$ cat config.mk
export PLATFORM = sky130hd
export DESIGN_NAME = fifo_nibble_tx_flat
export DESIGN_NICKNAME = d
export VERILOG_FILES = /design/src/rtl/fifo_nibble_tx_pkg.sv /design/src/rtl/fifo_nibble_tx_if.sv /design/src/rtl/fifo_nibble_tx_baud_tick_gen.sv /design/src/rtl/fifo_nibble_tx.sv /design/src/flat_wrapper.sv
export SDC_FILE = /design/constraint.sdc
export NUM_CORES = 1
export LEC_CHECK = 0
export CORE_UTILIZATION = 25
export CTS_BUF_LIST = sky130_fd_sc_hd__clkbuf_16
export DETAILED_ROUTE_END_ITERATION = 10
export SKIP_CTS_REPAIR_TIMING = 1
export SYNTH_ARGS = -nofsm -noshare
export SYNTH_HDL_FRONTEND = slang
export SYNTH_HIERARCHICAL = 1
export SYNTH_SLANG_ARGS = --single-unit
$ cat constraint.sdc
create_clock -name clk -period 5.25 [get_ports clk]
set_input_delay 0.525 -clock clk [delete_from_list [all_inputs] [get_ports clk]]
set_output_delay 0.525 -clock clk [all_outputs]
set_load 0.005 [all_outputs]
$ cat src/rtl/fifo_nibble_tx_pkg.sv
// Shared types and constants for the nibble FIFO serial drain.
// FIFO_TX_PARITY_EN adds an even-parity bit after the data bits.
package fifo_tx_pkg;

  localparam int unsigned DBITS_DEF  = 4;
  localparam int unsigned BIT_IDX_W  = $clog2(DBITS_DEF + 1);
  localparam int unsigned BAUD_CNT_W = $clog2(256);

`ifdef FIFO_TX_PARITY_EN
  localparam int unsigned PARITY_BITS = 1;

  typedef enum logic [2:0] {
    ST_IDLE,
    ST_POP,
    ST_WAIT,
    ST_START,
    ST_DATA,
    ST_PARITY,
    ST_STOP
  } tx_state_e;
`else
  localparam int unsigned PARITY_BITS = 0;

  typedef enum logic [2:0] {
    ST_IDLE,
    ST_POP,
    ST_WAIT,
    ST_START,
    ST_DATA,
    ST_STOP
  } tx_state_e;
`endif

  // Serial bits in one frame: start + data + optional parity + stop.
  function automatic int unsigned bits_per_frame(input int unsigned dbits);
    return dbits + 2 + PARITY_BITS;
  endfunction

  function automatic int unsigned frame_cycles(input int unsigned dbits,
                                               input int unsigned clks_per_bit);
    return bits_per_frame(dbits) * clks_per_bit;
  endfunction

  function automatic int unsigned bit_idx_w(input int unsigned dbits);
    return $clog2(dbits + 1);
  endfunction

endpackage

$ cat src/rtl/fifo_nibble_tx_if.sv
// Read-side handshake between the nibble FIFO and its serial drain.
interface fifo_nibble_tx_if #(
  parameter int unsigned DBITS = 4
);
  logic             fifo_empty;
  logic [DBITS-1:0] fifo_dout;
  logic             fifo_rd;

  modport master (
    input  fifo_empty,
    input  fifo_dout,
    output fifo_rd
  );

  modport slave (
    output fifo_empty,
    output fifo_dout,
    input  fifo_rd
  );
endinterface

$ cat src/rtl/fifo_nibble_tx_baud_tick_gen.sv
// Bit-period timer: cleared by load, pulses bit_done_c on the last cycle of each bit.
module baud_tick_gen
  import fifo_tx_pkg::*;
#(
  parameter int unsigned CLKS_PER_BIT = 16
) (
  input  logic clk,
  input  logic rst_n,
  input  logic load,
  input  logic run,
  output logic bit_done_c
);

  logic [BAUD_CNT_W-1:0] cnt_q;
  logic                  last_c;

  assign last_c     = (cnt_q == BAUD_CNT_W'(CLKS_PER_BIT - 1));
  assign bit_done_c = run && !load && last_c;

  always_ff @(posedge clk or posedge rst_n) begin
    if (rst_n) begin
      cnt_q <= '0;
    end else if (load) begin
      cnt_q <= '0;
    end else if (run) begin
      cnt_q <= last_c ? '0 : cnt_q + BAUD_CNT_W'(1);
    end
  end

endmodule

$ cat src/rtl/fifo_nibble_tx.sv
// Pops nibble FIFO entries and sends each as a start/data(LSB first)/stop serial frame.
// Define FIFO_TX_PARITY_EN to insert an even-parity bit before the stop bit.
module fifo_nibble_tx
  import fifo_tx_pkg::*;
#(
  parameter int unsigned DBITS        = DBITS_DEF,
  parameter int unsigned CLKS_PER_BIT = 16,
  parameter int unsigned CNT_W        = 8
) (
  input  logic                clk,
  input  logic                rst_n,
  input  logic                enable,
  fifo_nibble_tx_if.master    fifo,
  output logic                tx,
  output logic                busy,
  output logic [CNT_W-1:0]    frames_sent
);

  localparam int unsigned IDX_W = bit_idx_w(DBITS);

  tx_state_e          state_q, state_d;
  logic [DBITS-1:0]   shift_q, shift_d;
  logic [IDX_W-1:0]   idx_q, idx_d;
  logic [CNT_W-1:0]   cnt_d;
  logic               tx_d, busy_d, rd_d;
  logic               load_c, run_c, bit_done_c;
`ifdef FIFO_TX_PARITY_EN
  logic               parity_q, parity_d;
`endif

  baud_tick_gen #(
    .CLKS_PER_BIT (CLKS_PER_BIT)
  ) u_baud (
    .clk        (clk),
    .rst_n      (rst_n),
    .load       (load_c),
    .run        (run_c),
    .bit_done_c (bit_done_c)
  );

  // Next state, datapath updates, and registered-output targets.
  always_comb begin
    state_d = state_q;
    shift_d = shift_q;
    idx_d   = idx_q;
    cnt_d   = frames_sent;
    load_c  = 1'b0;
    run_c   = 1'b0;
`ifdef FIFO_TX_PARITY_EN
    parity_d = parity_q;
`endif

    case (state_q)
      ST_IDLE: begin
        if (enable && !fifo.fifo_empty) state_d = ST_POP;
      end
      ST_POP: begin
        load_c  = 1'b1;
        state_d = ST_WAIT;
      end
      ST_WAIT: begin
        load_c  = 1'b1;
        shift_d = fifo.fifo_dout;
        idx_d   = '0;
`ifdef FIFO_TX_PARITY_EN
        parity_d = ^fifo.fifo_dout;
`endif
        state_d = ST_START;
      end
      ST_START: begin
        run_c = 1'b1;
        if (bit_done_c) state_d = ST_DATA;
      end
      ST_DATA: begin
        run_c = 1'b1;
        if (bit_done_c) begin
          shift_d = shift_q >> 1;
          idx_d   = idx_q + IDX_W'(1);
          if (idx_q == IDX_W'(DBITS - 1)) begin
`ifdef FIFO_TX_PARITY_EN
            state_d = ST_PARITY;
`else
            state_d = ST_STOP;
`endif
          end
        end
      end
`ifdef FIFO_TX_PARITY_EN
      ST_PARITY: begin
        run_c = 1'b1;
        if (bit_done_c) state_d = ST_STOP;
      end
`endif
      ST_STOP: begin
        run_c = 1'b1;
        if (bit_done_c) begin
          cnt_d   = frames_sent + CNT_W'(1);
          state_d = (enable && !fifo.fifo_empty) ? ST_POP : ST_IDLE;
        end
      end
      default: state_d = ST_IDLE;
    endcase

    // Outputs are registered from the upcoming state so they align with it.
    rd_d   = (state_d == ST_POP);
    busy_d = (state_d != ST_IDLE);
    case (state_d)
      ST_START:  tx_d = 1'b0;
      ST_DATA:   tx_d = shift_d[0];
`ifdef FIFO_TX_PARITY_EN
      ST_PARITY: tx_d = parity_d;
`endif
      default:   tx_d = 1'b1;
    endcase
  end

  always_ff @(posedge clk or posedge rst_n) begin
    if (rst_n) begin
      state_q      <= ST_IDLE;
      shift_q      <= '0;
      idx_q        <= '0;
      frames_sent  <= '0;
      tx           <= 1'b1;
      busy         <= 1'b0;
      fifo.fifo_rd <= 1'b0;
`ifdef FIFO_TX_PARITY_EN
      parity_q     <= 1'b0;
`endif
    end else begin
      state_q      <= state_d;
      shift_q      <= shift_d;
      idx_q        <= idx_d;
      frames_sent  <= cnt_d;
      tx           <= tx_d;
      busy         <= busy_d;
      fifo.fifo_rd <= rd_d;
`ifdef FIFO_TX_PARITY_EN
      parity_q     <= parity_d;
`endif
    end
  end

endmodule

$ cat src/flat_wrapper.sv
// flat-port wrapper written by rule: the top's interface ports become plain ports
module fifo_nibble_tx_flat import fifo_tx_pkg::*;
#(
  parameter int unsigned DBITS        = DBITS_DEF,
  parameter int unsigned CLKS_PER_BIT = 16,
  parameter int unsigned CNT_W        = 8
)
  (clk, rst_n, enable, tx, busy, frames_sent, fifo_fifo_empty, fifo_fifo_dout, fifo_fifo_rd);
  fifo_nibble_tx_if #(.DBITS(DBITS)) fifo_i ();
  input  logic clk;
  input  logic rst_n;
  input  logic enable;
  output logic tx;
  output logic busy;
  output logic [CNT_W-1:0] frames_sent;
  input wire logic [$bits(fifo_i.fifo_empty)-1:0] fifo_fifo_empty;
  input wire logic [$bits(fifo_i.fifo_dout)-1:0] fifo_fifo_dout;
  output wire logic [$bits(fifo_i.fifo_rd)-1:0] fifo_fifo_rd;
  assign fifo_i.fifo_empty = fifo_fifo_empty;
  assign fifo_i.fifo_dout = fifo_fifo_dout;
  assign fifo_fifo_rd = fifo_i.fifo_rd;
  fifo_nibble_tx #(.DBITS(DBITS), .CLKS_PER_BIT(CLKS_PER_BIT), .CNT_W(CNT_W)) u_core (.clk(clk), .rst_n(rst_n), .enable(enable), .fifo(fifo_i), .tx(tx), .busy(busy), .frames_sent(frames_sent));
endmodule
==> flow_summary_export.csv, run 1 <==
group,metric,value,unit
clocking,cts_tree,"yes",
die,die_y,79.0,um
clocking,cts_buffers,5,
power_and_ir_drop,ir_worst_vdd,0.000227,V
power_and_ir_drop,p_per_area,468,mW/mm2
sta,period_share,61.0,%
placed_design,placed_cell_area,0.00173,mm2
global_routing,met1_usage,14.5,%
placed_design,gp_congestion,0.754,
setup_path,arrival,3.35,ns
global_routing,grt_pass1_vias,1043,
die,initial_core_util,26.4,%
synth,synth_top_area_share,47.3,%
global_routing,grt_pass1_wl,4.95,mm
die,die_area,0.00624,mm2
die,die_w,79.0,um
synth,synth.area.top_cells,"dfrtp_1 (47%), xnor2_1 (4.7%), ha_1 (3.4%)",
synth,netlist_area,0.00148,mm2
finish,area_delta_synth_final,25.8,%
sta,clock.fmax,312,MHz
setup_path,crit_buf_inv,0,
synth,ys_seq_area_share,49.0,%
synth,synth_most_common_cell,"dfrtp_1",
synth,yosysUniqueCellTypes,42,
global_routing,grt_antenna_before_repair,0,
power_and_ir_drop,leakage,0.829,nW
global_routing,use_met3,4.60,%
setup_path,endpoint_kind,"flop",
global_routing,grt_use_total,10.5,%
global_routing,grt_start_max_net_pins,22,
sta,tns,0,ns
setup_path,startpoint_type,"flop",
die,row_count,27,
finish,nets,171,
synth,syn_nets,151,
finish,drive_above_1_share,9.38,%
clocking,clk_pin_slew,0.05,ns
setup_path,crit_chain,"nand2_1 > o21ai_0 > nand4_1 > nor3b_1 > and4b_1 > mux2_1",
global_routing,grt_overflow,0,
status,status,"finished clean",
hold_path,min_path_type,"reg -> reg",
synth,syn_inst,139,
synth,ys_seq_elements,29,
die,coreArea,0.00561,mm2
sta,tightest_slew,0.858,ns
sta,period_minus_slack,3.20,ns
sta,setup_viol,0,
synth,ys.flop_type,"dfrtp_1",
setup_path,critPathMaxFanout,16,
setup_path,max_stage_delay,0.76,ns
hold_path,hold_depth,1,
clocking,cts_root_buffer,"clkbuf_16",
drt,vias,1088,
drt,drt_wl_total,2.82,mm
setup_path,crit_required,5.40,ns
synth,synth_top_area_cell,"dfrtp_1",
synth,async_flop_share,100,%
clocking,clock_sinks,29,
drt,drc,0,
clocking,cts_max_level,2,
sta,max_slew_margin,42.7,%
synth,syn-mean-instance-area,10.7,um2
drt,antenna_left,0,
setup_path,worstRegToRegCells,6,
placed_design,portBuffers,18,
synth,synth_edf_count,0,
drt,vias_per_cell,4.69,
clocking,clk_latency,0.27,ns
flow_run,cap_violations,0,
drt,drt-initial-drc-count,48,
setup_path,cp.depth,6,
die,ios,19,
setup_path,path_class,"reg -> reg",
setup_path,crit_slowest_cell,"nor3b_1",
finish,postLayoutCellArea,0.00187,mm2
sta,skew,0.00737,ns
finish,antenna_cells,0,
drt,drtPass1Iterations,4,
drt,wl_per_cell,12.2,um
sta,finalHoldViolCount,0,
global_routing,use_met2,13.9,%
placed_design,hpwl,2.02,mm
synth,yosysWarnings,6,
global_routing,grt-busiest-layer,"met1",
synth,ys_top_cells_by_count,"dfrtp_1 (28), nor2_1 (11), a21oi_1 (9), xnor2_1 (8), nand2_1 (7)",
clocking,cts.path.max_buffers,2,
sta,grt_setup_unrepaired,"no",
setup_path,crit_family,"simple AND/OR/NAND/NOR gates",
sta,drv_slew,0,
-- final timing paths --
path / from / end / slack (ns)
setup / recovery: u_core/state_q[1] / u_core/frames_sent[1] / 2.05
setup reg to reg: u_core/state_q[1] / u_core/frames_sent[1] / 2.05
hold reg to reg: u_core/frames_sent[7] / u_core/frames_sent[7] / 0.48
min in group asynchronous: rst_n / u_core/u_baud/cnt_q[4] / 0.54
hold / removal: u_core/frames_sent[7] / u_core/frames_sent[7] / 0.48
max in group asynchronous: rst_n / u_core/state_q[2] / 4.00
-- state kept, by name, indices dropped and copies added, names as in the netlist --
signal / flops
u_core/u_baud/cnt_q: 8
u_core/busy: 1
u_core/fifo.fifo_rd: 1
u_core/idx_q: 3
u_core/tx: 1
u_core/shift_q: 4
u_core/state_q: 3
u_core/frames_sent: 8
-- placed cells by master (no fill, tap or decap), drive strengths merged, types with 3 or more instances in the layout --
| cell | synthesis | final |
|---|---|---|
| clkdlybuf4s50 | 0 | 18 |
| o21ai | 3 | 3 |
| clkinv | 0 | 3 |
| a31oi | 4 | 4 |
| mux2 | 3 | 3 |
| nand2b | 5 | 5 |
| a21oi | 10 | 10 |
| dfrtp | 28 | 28 |
| xnor2 | 8 | 8 |
| nand4 | 4 | 4 |
| a22o | 5 | 5 |
| ha | 4 | 4 |
| clkbuf | 0 | 5 |
| inv | 4 | 4 |
| nand2 | 7 | 7 |
| a21o | 4 | 4 |
| nor2 | 12 | 12 |
| nand3 | 4 | 4 |
-- kinds of logic (layout without fill, tap and decap cells) --
group           after synthesis  in the layout  share of synthesized area, %
flops                        29             29                          49.0
compound gates               32             32                          15.1
buf+inv                       9             30                          2.70
fa+ha+maj                     4              4                          3.38
simple gates                 50             50                          20.3
mux                           5              5                          3.63
xor+xnor                     10             10                          5.91
-- through the flow --
step / std cells / worst slack [ns] / hold slack (ns) / utilization (%) / total power, mW
after floorplan: 139 / 2.83 / 0.341 / - / 0.549
after global placement: 224 / 2.28 / 0.463 / 30.8 / 0.611
after detailed placement: 224 / 2.12 / 0.473 / 30.8 / 0.617
after CTS: 232 / 2.11 / 0.479 / 33.3 / 0.882
after global routing: 232 / 1.78 / 0.497 / 33.3 / 0.934
final: 232 / 2.05 / 0.479 / 33.3 / 0.872
-- layer usage --
metal | part of all wire (%) | routed length, um | vias to the layer above
met4 | 2.1 | 58 | 0
met5 | 0 | 0 | -
met2 | 40 | 1140 | 19
met3 | 5.3 | 149 | 7
li1 | - | - | 543
met1 | 52 | 1470 | 519
-- area by class of cell --
type | count | area, um2
Clock buffer | 5 | 125
Clock inverter | 3 | 12.5
Fill cell | 588 | 3740
Inverter | 4 | 15.0
Multi-Input combinational cell | 101 | 716
Sequential cell | 29 | 727
Tap cell | 72 | 90.1
Timing Repair Buffer | 18 | 180
-- power by group --
part	switching (mW)	leakage (nW)	total [mW]	internal, mW
combinational	0.152	0.388	0.281	0.130
sequential	0.0594	0.372	0.331	0.272
clock	0.0893	0.0687	0.259	0.170
Note: power is estimated with default switching activity, not from simulation.
==> inputs of run 2 (changes only) <==
==> constraint.sdc (replaced) <==
create_clock -name clk -period 2.71 [get_ports clk]
set_input_delay 0.271 -clock clk [delete_from_list [all_inputs] [get_ports clk]]
set_output_delay 0.271 -clock clk [all_outputs]
set_load 0.005 [all_outputs]
==> run 2 against run 1 <==
Count of clock-buffer cells in the layout did not move. Combinational power up 120%. Flip-flop and latch count stayed put. Wire length decreased by 1.5%. Hold slack got worse by 0.20 ns. Critical path depth rose by 2. Setup slack got worse by 1.7 ns. Core utilization is 0.83 points higher. Register-to-register slack lost 1.7 ns. Cell count rose by 2.6%. Total power grew 100%.
==> flow_summary_export.csv, run 2 (synthesized netlist as in run 1, its figures left out) <==
group,metric,value,unit
sta,tns,0,ns
sta,period_minus_slack,2.37,ns
clocking,cts_root_buffer,"clkbuf_16",
finish,drive_above_1_share,13.3,%
drt,vias,1107,
die,ios,19,
power_and_ir_drop,p_per_area,913,mW/mm2
die,initial_core_util,26.4,%
clocking,cts.path.max_buffers,2,
setup_path,crit_required,2.86,ns
finish,multi_input_area,716,um2
finish,nets,177,
clocking,clock_sinks,29,
sta,tightest_slew,0.883,ns
setup_path,path_class,"reg -> reg",
clocking,cts_buffers,5,
status,status,"finished clean",
finish,fin_cells,238,
die,die_w,79.0,um
placed_design,dp_cells,230,
sta,skew,0.00576,ns
hold_path,min_path_type,"in -> async",
setup_path,critPathMaxFanout,10,
power_and_ir_drop,ir_worst_vdd,0.000428,V
finish,reg_top3,"u_core/frames_sent x8, u_core/u_baud/cnt_q x8, u_core/shift_q x4",
drt,drt_wl_total,2.78,mm
global_routing,grt_use_total,9.88,%
die,die_y,79.0,um
global_routing,grt_start_max_net_pins,22,
drt,drt-initial-drc-count,40,
placed_design,portBuffers,18,
finish,postLayoutCellArea,0.00191,mm2
clocking,cts_tree,"yes",
sta,period_share,87.3,%
flow_run,cap_violations,0,
drt,drc,0,
clocking,clk_latency,0.27,ns
sta,clock.fmax,423,MHz
global_routing,grt_pass1_vias,1027,
finish,final_cell_mix,"dfrtp_1 (28), clkdlybuf4s50_1 (18), nor2_1 (11)",
drt,antenna_left,0,
drt,wl_per_cell,11.7,um
placed_design,hpwl,1.95,mm
sta,setup_viol,0,
power_and_ir_drop,leakage,0.864,nW
global_routing,grt_antenna_before_repair,0,
die,die_area,0.00624,mm2
sta,grt_setup_unrepaired,"no",
global_routing,grt_pass1_wl,4.66,mm
sta,drv_slew,0,
global_routing,grt_overflow,0,
finish,area_delta_synth_final,28.9,%
drt,vias_per_cell,4.65,
finish,layout_commonest_cell,"dfrtp_1",
clocking,clk_pin_slew,0.05,ns
die,row_count,27,
drt,drtPass1Iterations,4,
sta,max_slew_margin,41.1,%
clocking,cts_max_level,2,
finish,register_area,727,um2
die,coreArea,0.00561,mm2
setup_path,startpoint_type,"flop",
sta,finalHoldViolCount,0,
finish,antenna_cells,0,
setup_path,arrival,2.52,ns
setup_path,endpoint_kind,"flop",
placed_design,gp_congestion,0.728,
placed_design,placed_cell_area,0.00177,mm2
finish,fillers,581,
## run 2: changes by cell type in the layout (fill, tap and decap cells not counted)
cell and change:
buf_4 +6, clkinv_1 -2, inv_1 +1, clkinv_2 +1
## run 2: per-layer routing
metal | GRT usage [%] | wire (um) | vias to the layer above
met2 | 13.7 | 1150 | 21
met3 | 3.56 | 134 | 5
met1 | 13.6 | 1460 | 527
li1 | - | - | 554
met4 | 4.36 | 42 | 0
met5 | 0 | 0 | -
## run 2: worst paths after layout
kind,from,endpoint,slack [ns],cells past startpoint
max in group asynchronous,rst_n,u_core/shift_q[2],1.64,2
worst max register to register,u_core/state_q[1],u_core/idx_q[0],0.34,8
worst max-delay path,u_core/state_q[1],u_core/idx_q[0],0.34,8
worst min register to register,u_core/frames_sent[7],u_core/frames_sent[7],0.47,1
worst min-delay path,rst_n,u_core/u_baud/cnt_q[5],0.28,2
min in group clk,u_core/frames_sent[7],u_core/frames_sent[7],0.47,1
## run 2: power breakdown
group          internal, mW  total [mW]  switching (mW)
Combinational         0.290       0.625           0.335
Clock                 0.332       0.512           0.181
Sequential            0.527       0.609          0.0817
## run 2: critical path: stages, from the launching register on
cell	delay (ns)
dfrtp_1	0.47
nand2b_1	0.22
o21ai_0	0.12
nand4_1	0.17
nor3b_1	0.39
buf_4	0.20
and4bb_2	0.32
nor2_2	0.09
mux2_2	0.27
## run 2: stage by stage
| stage | setup WS, ns | utilization, % | hold slack [ns] | power [mW] |
|---|---|---|---|---|
| after floorplan | 0.294 | - | 0.0867 | 1.06 |
| after global placement | 0.457 | 31.6 | 0.465 | 1.24 |
| after detailed placement | 0.368 | 31.6 | 0.468 | 1.23 |
| after CTS | 0.336 | 34.1 | 0.288 | 1.77 |
| after global routing | 0.110 | 34.1 | 0.331 | 1.86 |
| final | 0.344 | 34.1 | 0.275 | 1.75 |
## run 2: area by class of cell
class	instances	area share, %
well taps	72	4.71
flip-flops and latches	29	38.0
inverters	4	0.785
multi-input cells	101	37.4
clock inverters	3	0.720
repair buffers	24	11.8
clock buffers	5	6.54
==> inputs of run 3 (changes only) <==
--- a/config.mk
+++ b/config.mk
@@ -8,6 +8,7 @@
 export CORE_UTILIZATION = 25
 export CTS_BUF_LIST = sky130_fd_sc_hd__clkbuf_16
 export DETAILED_ROUTE_END_ITERATION = 10
+export GPL_TIMING_DRIVEN = 0
 export SKIP_CTS_REPAIR_TIMING = 1
 export SYNTH_ARGS = -nofsm -noshare
 export SYNTH_HDL_FRONTEND = slang
==> run 3 against run 2 <==
Sequential share of layout area rose by 0.35 points. Die area did not move. Cell area fell by 0.92%. Wire length rose by 1.0%. Global-route usage rose by 0.19 points. Core utilization fell by 0.31 points. Non-clock buffer count fell by 1. Flip-flop and latch count did not move. Hold slack improved by 0.013 ns. Critical path type unchanged. Largest cell class unchanged.
==> flow_summary_export.csv, run 3 (synthesized netlist as in run 1, its figures left out) <==
group,metric,value,unit
status,status,"finished clean",
global_routing,grt_use_total,10.1,%
power_and_ir_drop,pwr-share-clk,29.6,%
placed_design,portBuffers,18,
flow_run,cap_violations,0,
setup_path,arrival,2.64,ns
power_and_ir_drop,p_total,1.72,mW
power_and_ir_drop,cellInternalPower,1.12,mW
drt,vias,1115,
die,die_y,79.0,um
die,coreArea,0.00561,mm2
clocking,cts_tree,"yes",
finish,layout_commonest_cell,"dfrtp_1",
finish,antenna_cells,0,
drt,drt_wl_total,2.81,mm
die,die_area,0.00624,mm2
clocking,cts_buffers,5,
finish,final_cell_mix,"dfrtp_1 (28), clkdlybuf4s50_1 (18), nor2_1 (11)",
global_routing,grt_overflow,0,
sta,max_slew_margin,45.5,%
finish,drive_above_1_share,12.7,%
sta,period_share,91.6,%
setup_path,endpoint_kind,"flop",
finish,nets,176,
setup_path,startpoint_type,"flop",
power_and_ir_drop,comb_power_share,34.9,%
placed_design,hpwl,1.94,mm
placed_design,gp_congestion,0.755,
finish,fillers,607,
power_and_ir_drop,p_per_area,908,mW/mm2
setup_path,worstRegToRegCells,9,
sta,skew,0.00254,ns
die,die_w,79.0,um
global_routing,grt_pass1_vias,1031,
finish,fin_cells,237,
sta,period_minus_slack,2.48,ns
finish,reg_top3,"u_core/frames_sent x8, u_core/u_baud/cnt_q x8, u_core/shift_q x4",
setup_path,crit_start,"u_core/state_q[1]",
global_routing,grt_start_max_net_pins,22,
setup_path,reg2reg_slack,0.23,ns
power_and_ir_drop,p_sw_share,34.7,%
sta,setup_viol,0,
setup_path,worst_r2r_endpoint,"u_core/frames_sent[1]",
die,initial_core_util,26.4,%
sta,tightest_slew,0.817,ns
clocking,clk_pin_slew,0.05,ns
power_and_ir_drop,ir_worst_vdd,0.000308,V
power_and_ir_drop,power.switching,0.596,mW
clocking,clk_latency,0.27,ns
setup_path,setup.worst_path.end,"u_core/frames_sent[1]",
power_and_ir_drop,leakage,0.851,nW
clocking,cts_root_buffer,"clkbuf_16",
hold_path,min_path_type,"in -> async",
drt,antenna_left,0,
sta,clock.fmax,403,MHz
finish,multi_input_area,719,um2
drt,drt-initial-drc-count,48,
setup_path,r2r_start,"u_core/state_q[1]",
sta,grt_setup_unrepaired,"no",
global_routing,grt_pass1_wl,4.81,mm
sta,finalHoldViolCount,0,
setup_path,critPathMaxFanout,10,
finish,area_delta_synth_final,27.8,%
setup_path,crit_required,2.86,ns
die,ios,19,
finish,postLayoutCoreUtil,33.8,%
setup_path,path_class,"reg -> reg",
sta,drv_slew,0,
drt,vias_per_cell,4.70,
placed_design,dp_cells,229,
power_and_ir_drop,pwr-share-seq,35.5,%
die,row_count,27,
clocking,clock_sinks,29,
clocking,cts.path.max_buffers,2,
global_routing,grt_antenna_before_repair,0,
drt,drc,0,
clocking,cts_max_level,2,
sta,tns,0,ns
drt,wl_per_cell,11.9,um
finish,register_area,727,um2
drt,drtPass1Iterations,4,
==> run 3: cell types whose count changed in the layout (fill, tap and decap cells not counted), sizes merged <==
cell / delta
buf: -1
inv: -1
clkinv: +1
==> run 3: per-layer routing <==
metal / share of wire (%) / vias up / global-route usage [%]
met3: 4.7 / 4 / 4.14
met5: 0 / - / 0
li1: - / 559 / -
met2: 43 / 19 / 14.1
met1: 52 / 533 / 13.9
met4: 0.85 / 0 / 3.27
==> run 3: cell type report <==
cell class                      count  area share [%]
Timing Repair Buffer               18            9.51
Clock inverter                      3           0.661
Sequential cell                    29            38.4
Buffer                              5            1.32
Multi-Input combinational cell    101            38.0
Clock buffer                        5            6.61
Tap cell                           72            4.76
Inverter                            4           0.793
==> run 3: worst min path at each step <==
| stage | startpoint | end | slack (ns) | depth (start not counted) |
|---|---|---|---|---|
| final | rst_n | u_core/u_baud/cnt_q[3] | 0.29 | 2 |
| after global routing | rst_n | u_core/u_baud/cnt_q[5] | 0.33 | 2 |
| after CTS | rst_n | u_core/u_baud/cnt_q[1] | 0.30 | 2 |
| after detailed placement | u_core/frames_sent[7] | u_core/frames_sent[7] | 0.47 | 1 |
| after global placement | u_core/shift_q[2] | u_core/shift_q[2] | 0.46 | 1 |
| after floorplan | rst_n | u_core/u_baud/cnt_q[0] | 0.09 | 1 |
==> run 3: power by group through the flow <==
stage	logic (mW)	clock network (mW)	registers, mW
2_1_floorplan	0.468	0	0.595
3_3_place_gp	0.580	0	0.616
3_5_place_dp	0.589	0	0.618
4_1_cts	0.592	0.528	0.611
5_1_grt	0.667	0.556	0.624
6_report	0.600	0.509	0.611
==> run 3: metrics by stage <==
step	worst slack, ns	hold slack (ns)	instance area [um2]
floorplan	0.294	0.0867	1480
global placement	-0.0979	0.464	1750
detailed placement	-0.113	0.469	1750
CTS	-0.120	0.302	1890
global route	0.0303	0.335	1890
finish	0.228	0.288	1890
==> run 3: critical path, cell delays in order, from the launching register on <==
cell,delay (ns)
dfrtp_1,0.41
buf_2,0.25
nand2_1,0.09
o21ai_2,0.25
nand4_1,0.19
nor3b_1,0.23
buf_2,0.22
and4b_1,0.21
buf_2,0.19
mux2_1,0.33
